`config.mk`:
```
export PLATFORM = sky130hd
export DESIGN_NAME = pc_sequencer
export DESIGN_NICKNAME = d
export VERILOG_FILES = /design/src/rtl/pc_sequencer.sv
export SDC_FILE = /design/constraint.sdc
export NUM_CORES = 1
export LEC_CHECK = 0
export BUFFER_PORTS_ARGS = -buffer_cell sky130_fd_sc_hd__buf_2
export CORE_MARGIN = 1
export CORE_UTILIZATION = 50
export CTS_BUF_LIST = sky130_fd_sc_hd__clkbuf_4
export DETAILED_ROUTE_END_ITERATION = 10
export PLACE_DENSITY = 0.69
export SYNTH_ARGS = -nofsm -noshare
export SYNTH_HDL_FRONTEND = slang
export SYNTH_SLANG_ARGS = --single-unit
```
`constraint.sdc`:
```
create_clock -name clk -period 4.2 [get_ports clk]
set_input_delay 0.42 -clock clk [delete_from_list [all_inputs] [get_ports clk]]
set_output_delay 0.42 -clock clk [all_outputs]
set_load 0.01 [all_outputs]
```
`src/rtl/pc_sequencer.sv`:
```
// Program-counter sequencer: PC register, branch/call/return redirect and a circular return-link stack.
// Optional `PC_SEQ_TRACE_EN` adds an instrCount output counting enabled cycles.
module pc_sequencer #(
  parameter int unsigned     WIDTH        = 64,
  parameter int unsigned     STEP         = 4,
  parameter int unsigned     SHIFT        = 2,
  parameter int unsigned     OFFSET_W     = 26,
  parameter int unsigned     DEPTH        = 4,
  parameter logic [WIDTH-1:0] RESET_VECTOR = '0
) (
  input  logic                         clk,
  input  logic                         reset,
  input  logic                         enable,
  input  logic                         branchTaken,
  input  logic                         call,
  input  logic                         ret,
  input  logic [OFFSET_W-1:0]          branchOffset,
  output logic [WIDTH-1:0]             pc,
  output logic [WIDTH-1:0]             nextPC,
  output logic [$clog2(DEPTH+1)-1:0]   depth,
  output logic                         stackEmpty,
  output logic                         stackFull,
`ifdef PC_SEQ_TRACE_EN
  output logic [WIDTH-1:0]             instrCount,
`endif
  output logic                         underflow
);

  localparam int unsigned DW = $clog2(DEPTH + 1);
  localparam int unsigned PW = $clog2(DEPTH);

  logic [WIDTH-1:0] pc_q, pc_d;
  logic [WIDTH-1:0] step_pc, target, ofs_ext;
  logic [PW-1:0]    top_q, top_d, top_inc, top_dec;
  logic [DW-1:0]    depth_q, depth_d;
  logic             under_q, under_d;
  logic             push;
  logic [WIDTH-1:0] stack_q [DEPTH];

  assign ofs_ext = {{(WIDTH - OFFSET_W){branchOffset[OFFSET_W-1]}}, branchOffset};
  assign step_pc = pc_q + WIDTH'(STEP);
  assign target  = pc_q + (ofs_ext << SHIFT);

  // top_q is the next free slot; the entry below it (mod DEPTH) is the top of stack.
  assign top_inc = (top_q == PW'(DEPTH - 1)) ? '0 : top_q + PW'(1);
  assign top_dec = (top_q == '0) ? PW'(DEPTH - 1) : top_q - PW'(1);

  always_comb begin
    pc_d    = pc_q;
    top_d   = top_q;
    depth_d = depth_q;
    under_d = under_q;
    push    = 1'b0;
    if (enable) begin
      if (ret) begin
        if (depth_q != '0) begin
          pc_d    = stack_q[top_dec];
          top_d   = top_dec;
          depth_d = depth_q - DW'(1);
        end else begin
          pc_d    = step_pc;
          under_d = 1'b1;
        end
      end else if (call) begin
        // A push when full lands on the oldest slot, so depth saturates.
        push  = 1'b1;
        pc_d  = target;
        top_d = top_inc;
        if (depth_q != DW'(DEPTH)) depth_d = depth_q + DW'(1);
      end else if (branchTaken) begin
        pc_d = target;
      end else begin
        pc_d = step_pc;
      end
    end
  end

  always_ff @(posedge clk) begin
    if (reset) begin
      pc_q    <= RESET_VECTOR;
      top_q   <= '0;
      depth_q <= '0;
      under_q <= 1'b0;
    end else begin
      pc_q    <= pc_d;
      top_q   <= top_d;
      depth_q <= depth_d;
      under_q <= under_d;
    end
  end

  always_ff @(posedge clk) begin
    if (!reset && push) stack_q[top_q] <= step_pc;
  end

`ifdef PC_SEQ_TRACE_EN
  logic [WIDTH-1:0] cnt_q, cnt_d;

  always_comb begin
    cnt_d = cnt_q;
    if (enable) cnt_d = cnt_q + WIDTH'(1);
  end

  always_ff @(posedge clk) begin
    if (reset) cnt_q <= '0;
    else       cnt_q <= cnt_d;
  end

  assign instrCount = cnt_q;
`endif

  assign pc         = pc_q;
  assign nextPC     = step_pc;
  assign depth      = depth_q;
  assign stackEmpty = (depth_q == '0);
  assign stackFull  = (depth_q == DW'(DEPTH));
  assign underflow  = under_q;

endmodule
```
---- Word level (Yosys, flattened, before mapping) ----
Memories as Yosys holds them, arrays and structs flattened.
Index checks and enable logic that the tools add are counted.
word-level totals
  bits in registers ....................... 70
  bits in writable memories ............... 256
  input bits .............................. 32
  output and inout port bits .............. 134
  logic and storage cells ................. 44
  memories ................................ 1
memory list
  name     words  width  read ports  clocked after Yosys merged registers in  wr ports  line  text
  stack_q  4      64     1           0                                        1         38    logic [WIDTH-1:0] stack_q [DEPTH];
operators by class
  add/subtract/negate cells ............... 6
  equal/unequal tests ..................... 4
  mux-type cells .......................... 18
  bitwise gates (word level) .............. 1
  reduce and logical (&&, ||, !) cells .... 10
operators by type and width
  operator               count
  $mux 64                4
  $add 64x3->64 const B  1
  $add 64x64->64         1
  $mux 3                 4
  $mux 2                 5
  $reduce_and 3->1       2
  $mux 1                 5
  $reduce_and 4->1       1
  $reduce_bool 2->1      2
  $add 3x1->3 const B    1
  $eq 3x3->1 const B     1
  $logic_not 3->1        1
  $ne 3x3->1 const B     1
  $reduce_bool 3->1      1
  $sub 3x1->3 const B    1
  $add 2x1->2 const B    1
  $eq 2x2->1 const B     1
  $logic_not 2->1        1
  $ne 2x1->1 const B     1
  $sub 2x1->2 const B    1
  $logic_and 1x1->1      1
  $logic_not 1->1        1
  $not 1->1              1

---- Depth between registers and ports, before layout ----
  depth after elaboration ................. 6
  gate-level depth with buffers ........... 12

---- Worst setup path after synthesis ----
OpenSTA, ideal clock, no wires.
  path type ............................... input to register
  start ................................... in reset
  end ..................................... mem stack_q[0][0], enable pin
  arrival ................................. 2622 ps
  data required time ...................... 3771 ps
  path slack .............................. 1149 ps
  stages .................................. 4
  path through ............................ clkbuf_1 -> clkbuf_1 -> nor2_1 -> and3_1
on the way
  cells in the longest elaborated chain, start to end .. 4
RTL lines
  element                       line  text
  start, declared               12    input logic reset,
  $logic_not 1->1               93    if (!reset && push) stack_q[top_q] <= step_pc;
  $logic_and 1x1->1             93
  $mux 1                        93
  $mux 1 (implied by the code)  93
  end, declared                 38
Every way passes these cells.

---- Final worst setup path ----
  start ................................... reg pc_q[14] (netlist: pc[14])
  end ..................................... out nextPC[42]
on the way
  cells in the longest elaborated chain, start to end .. 1
RTL lines
  element                 line  text
  start, declared         32    logic [WIDTH-1:0] pc_q, pc_d;
  start signal, assigned  85    pc_q <= pc_d;
  $add 64x3->64           41    assign step_pc = pc_q + WIDTH'(STEP);
  end, declared           19    output logic [WIDTH-1:0] nextPC,
Every way passes these cells.

==> summary.txt <==
Status
  – Outcome: complete, no violations

Power and ir drop
  – Peak VDD IR: 288 uV
  – Clock power share: 32.6%
  – Switch Pwr: 2.76 mW
  – Leak: 8.01 nW
  – Seq pwr share: 44.2%
  – Comb pwr share: 23.2%
  – Internal power: 5.82 mW
  – Pwr Density: 416 nW/um^2
  – Switching portion of total power: 32.2%

Floorplanning
  – Site Rows: 68
  – Core area: 34900 um^2
  – Starting Density: 51.3%
  – Die X: 191 um
  – IO Pins: 166
  – Die ar.: 36600 um^2
  – Die height: 191 um

Clock network
  – Root buf cell: clkbuf_4
  – H-tree depth: 3
  – Max Buffers Root-to-Sink: 3
  – CTS sink cnt: 326
  – Num CTS Buffers: 84
  – CTS clock-pin slew for the worst setup and hold paths: 60 ps
  – CTS tree: yes
  – Latest clock arrival within the worst-skew pair: 770 ps

Logic synthesis
  – Area share of fa/ha/maj cells after synthesis: 4.83%
  – Yosys cell types: 82
  – Post-Syn Area: 17900 um^2
  – Post-synth top area share: 42.9%
  – Largest area contributor in the netlist: edfxtp_1
  – Seq cells post-synth: 326
  – YS warnings: 0
  – Synth async-reset ratio: 0%
  – Ranking of synthesized cells by area: edfxtp_1, mux4_2, dfxtp_1
  – Post-synthesis compound-gate area fraction: 14.6%
  – Synthesized Nets: 1679
  – Post-synth EDFFs: 256
  – Largest family of logic cells by synthesized area: compound AO/OA/AOI/OAI gates
  – Mapped Avg Cell Area: 11.3 um^2
  – Xor and xnor area share after synthesis: 5.61%
  – Simple-gate share of the synthesized area: 13.1%
  – Syn Inst Count: 1579
  – Sequential share of the synthesized area: 50.7%
  – Primary FF master, synth: edfxtp_1
  – Mux cell area share after synthesis: 8.44%

Layout
  – Synthesis-to-finish area growth: 15.1%
  – Share of cells above drive strength 1: 25.0%
  – Final Instance Area: 20600 um^2
  – Layout Nets: 1877
  – Commonest non-fill, non-tap cells in the layout: edfxtp_1, buf_2, nand2_1
  – Footprint of the multi-input gates: 8570 um^2
  – Post-Route Utilization: 59.1%
  – Reg area: 9100 um^2
  – # fillers: 3003
  – Commonest non-fill, non-tap cell in the layout: edfxtp_1

Routing
  – Antenna-violating nets left: 0
  – Detailed Routing Iterations Pass 1: 6
  – Post-route DRC: 0
  – Routed length per instance: 24.0 um
  – Routed vias: 14500
  – Vias/cell: 6.28
  – Number of DRC markers in iteration 0: 1505
  – Overall routed net length: 55400 um

Global route
  – Overall routing resource usage: 30.6%
  – Number of global-route vias before repair: 13600
  – Gr ovfl total: 0
  – Pin count of the biggest net entering global routing: 72
  – Initial antenna violation count: 2
  – First-pass GRT wire length: 83000 um

Critical path
  – Largest stage delay, worst path: 470 ps
  – CP startpoint kind: register
  – Worst path arrival time: 3720 ps
  – Worst EP required: 3780 ps
  – WS Path Type: reg -> out
  – CP Cell Sequence: and4_4 -> nand4_4 -> nor4_4 -> nand2_2 -> inv_2 -> and3_1 -> nand3_1 -> xnor2_2 -> buf_2
  – CP Capture Type: output port
  – CP max FO: 6
  – Critical path's slowest cell: dfxtp_1

STA
  – RSZ-0062 raised after global routing: true
  – Worst-margin pin slew: 801 ps
  – Final setup fails: 0
  – Slew Viols, Final: 0
  – Final hold vios: 0
  – Total Neg Setup Slack: 0 ps
  – Slew margin rel.: 46.6%
  – Max frequency: 241 MHz
  – Hold slack: 114 ps
  – Min cycle time layout: 4140 ps
  – Clk_skew: 51.6 ps
  – Final worst slack: 57.5 ps
  – Final period utilization: 98.6%

Place
  – Placer Congestion: 0.985
  – Placed Area: 19300 um^2
  – Post-place setup slack: 562 ps
  – Post-DP HPWL: 38300 um
  – PortBufs: 165

Hold path
  – Tightest Hold Check Type: in -> reg

Run
  – Max cap viols: 0
final timing paths:
kind	from	end	slack, ps	cells past startpoint
worst max register to register	pc[2]	pc[60]	580	12
worst min register to register	underflow	underflow	500	2
worst max-delay path	pc[14]	nextPC[42]	60	9
worst min-delay path	enable	pc[14]	110	3
per-stage QoR:
stage / instances / power (mW)
2_1_floorplan: 1579 / 5.08
3_3_place_gp: 2138 / 5.76
3_5_place_dp: 2138 / 5.77
4_1_cts: 2299 / 8.59
5_1_grt: 2304 / 8.99
6_report: 2304 / 8.57
area by class of cell:
cell class | instances | area share [%]
sequential | 326 | 44.1
multi-input combinational | 1132 | 41.6
timing repair buffer | 202 | 5.55
clock buffer | 119 | 4.33
tap | 455 | 2.76
clock inverter | 38 | 1.07
inverter | 31 | 0.565
antenna | 1 | 0.0121
synth_stat cells (44+ instances only):
master,number
xor2_1,44
clkbuf_1,75
xnor2_1,67
o21ai_0,76
nor2_1,118
mux4_2,64
nand3_1,50
edfxtp_1,256
ha_1,66
nand2_1,144
a21oi_1,114
dfxtp_1,70
logic make-up (layout without fill, tap and decap cells):
group / after synthesis / count (layout)
AO/OA/AOI/OAI: 399 / 399
adder cells (fa/ha/maj): 68 / 68
XOR/XNOR: 113 / 113
buffers and inverters: 121 / 390
multiplexers: 71 / 71
AND/OR/NAND/NOR: 481 / 481
flip-flops: 326 / 326
other: 0 / 1
registers in the layout, indices dropped and copies added (netlist names):
register,count
top_q,2
stack_q,256
underflow,1
depth,3
pc,64
power by group through the flow:
stage / logic, mW / clock network [mW] / registers [mW]
2_1_floorplan: 1.26 / 0 / 3.82
3_3_place_gp: 1.92 / 0 / 3.84
3_5_place_dp: 1.93 / 0 / 3.84
4_1_cts: 1.94 / 2.87 / 3.78
5_1_grt: 2.15 / 3.03 / 3.80
6_report: 1.99 / 2.80 / 3.79
what timing repair did:
item / CTS / global route
pin swaps: 2 / 4
gates resized for setup: 7 / 24
setup buffers: 4 / 4
endpoints found under the setup margin: 13 / 24
hold buffers: 0 / 0
critical path: cells and delay by family (launching register included):
family / cells / cell delay, ps
xor+xnor: 1 / 390
simple gates: 6 / 1710
flops: 1 / 470
buf+inv: 2 / 390
layer usage:
metal	wire length, um	vias up	share of wire, %	global-route usage [%]
met1	25200	7126	46	46.0
met2	23400	711	42	43.0
met4	1390	0	2.5	10.7
met5	0	-	0	0
li1	-	6542	-	-
met3	5360	91	9.7	7.21
Note: power is estimated with default switching activity, not from simulation.
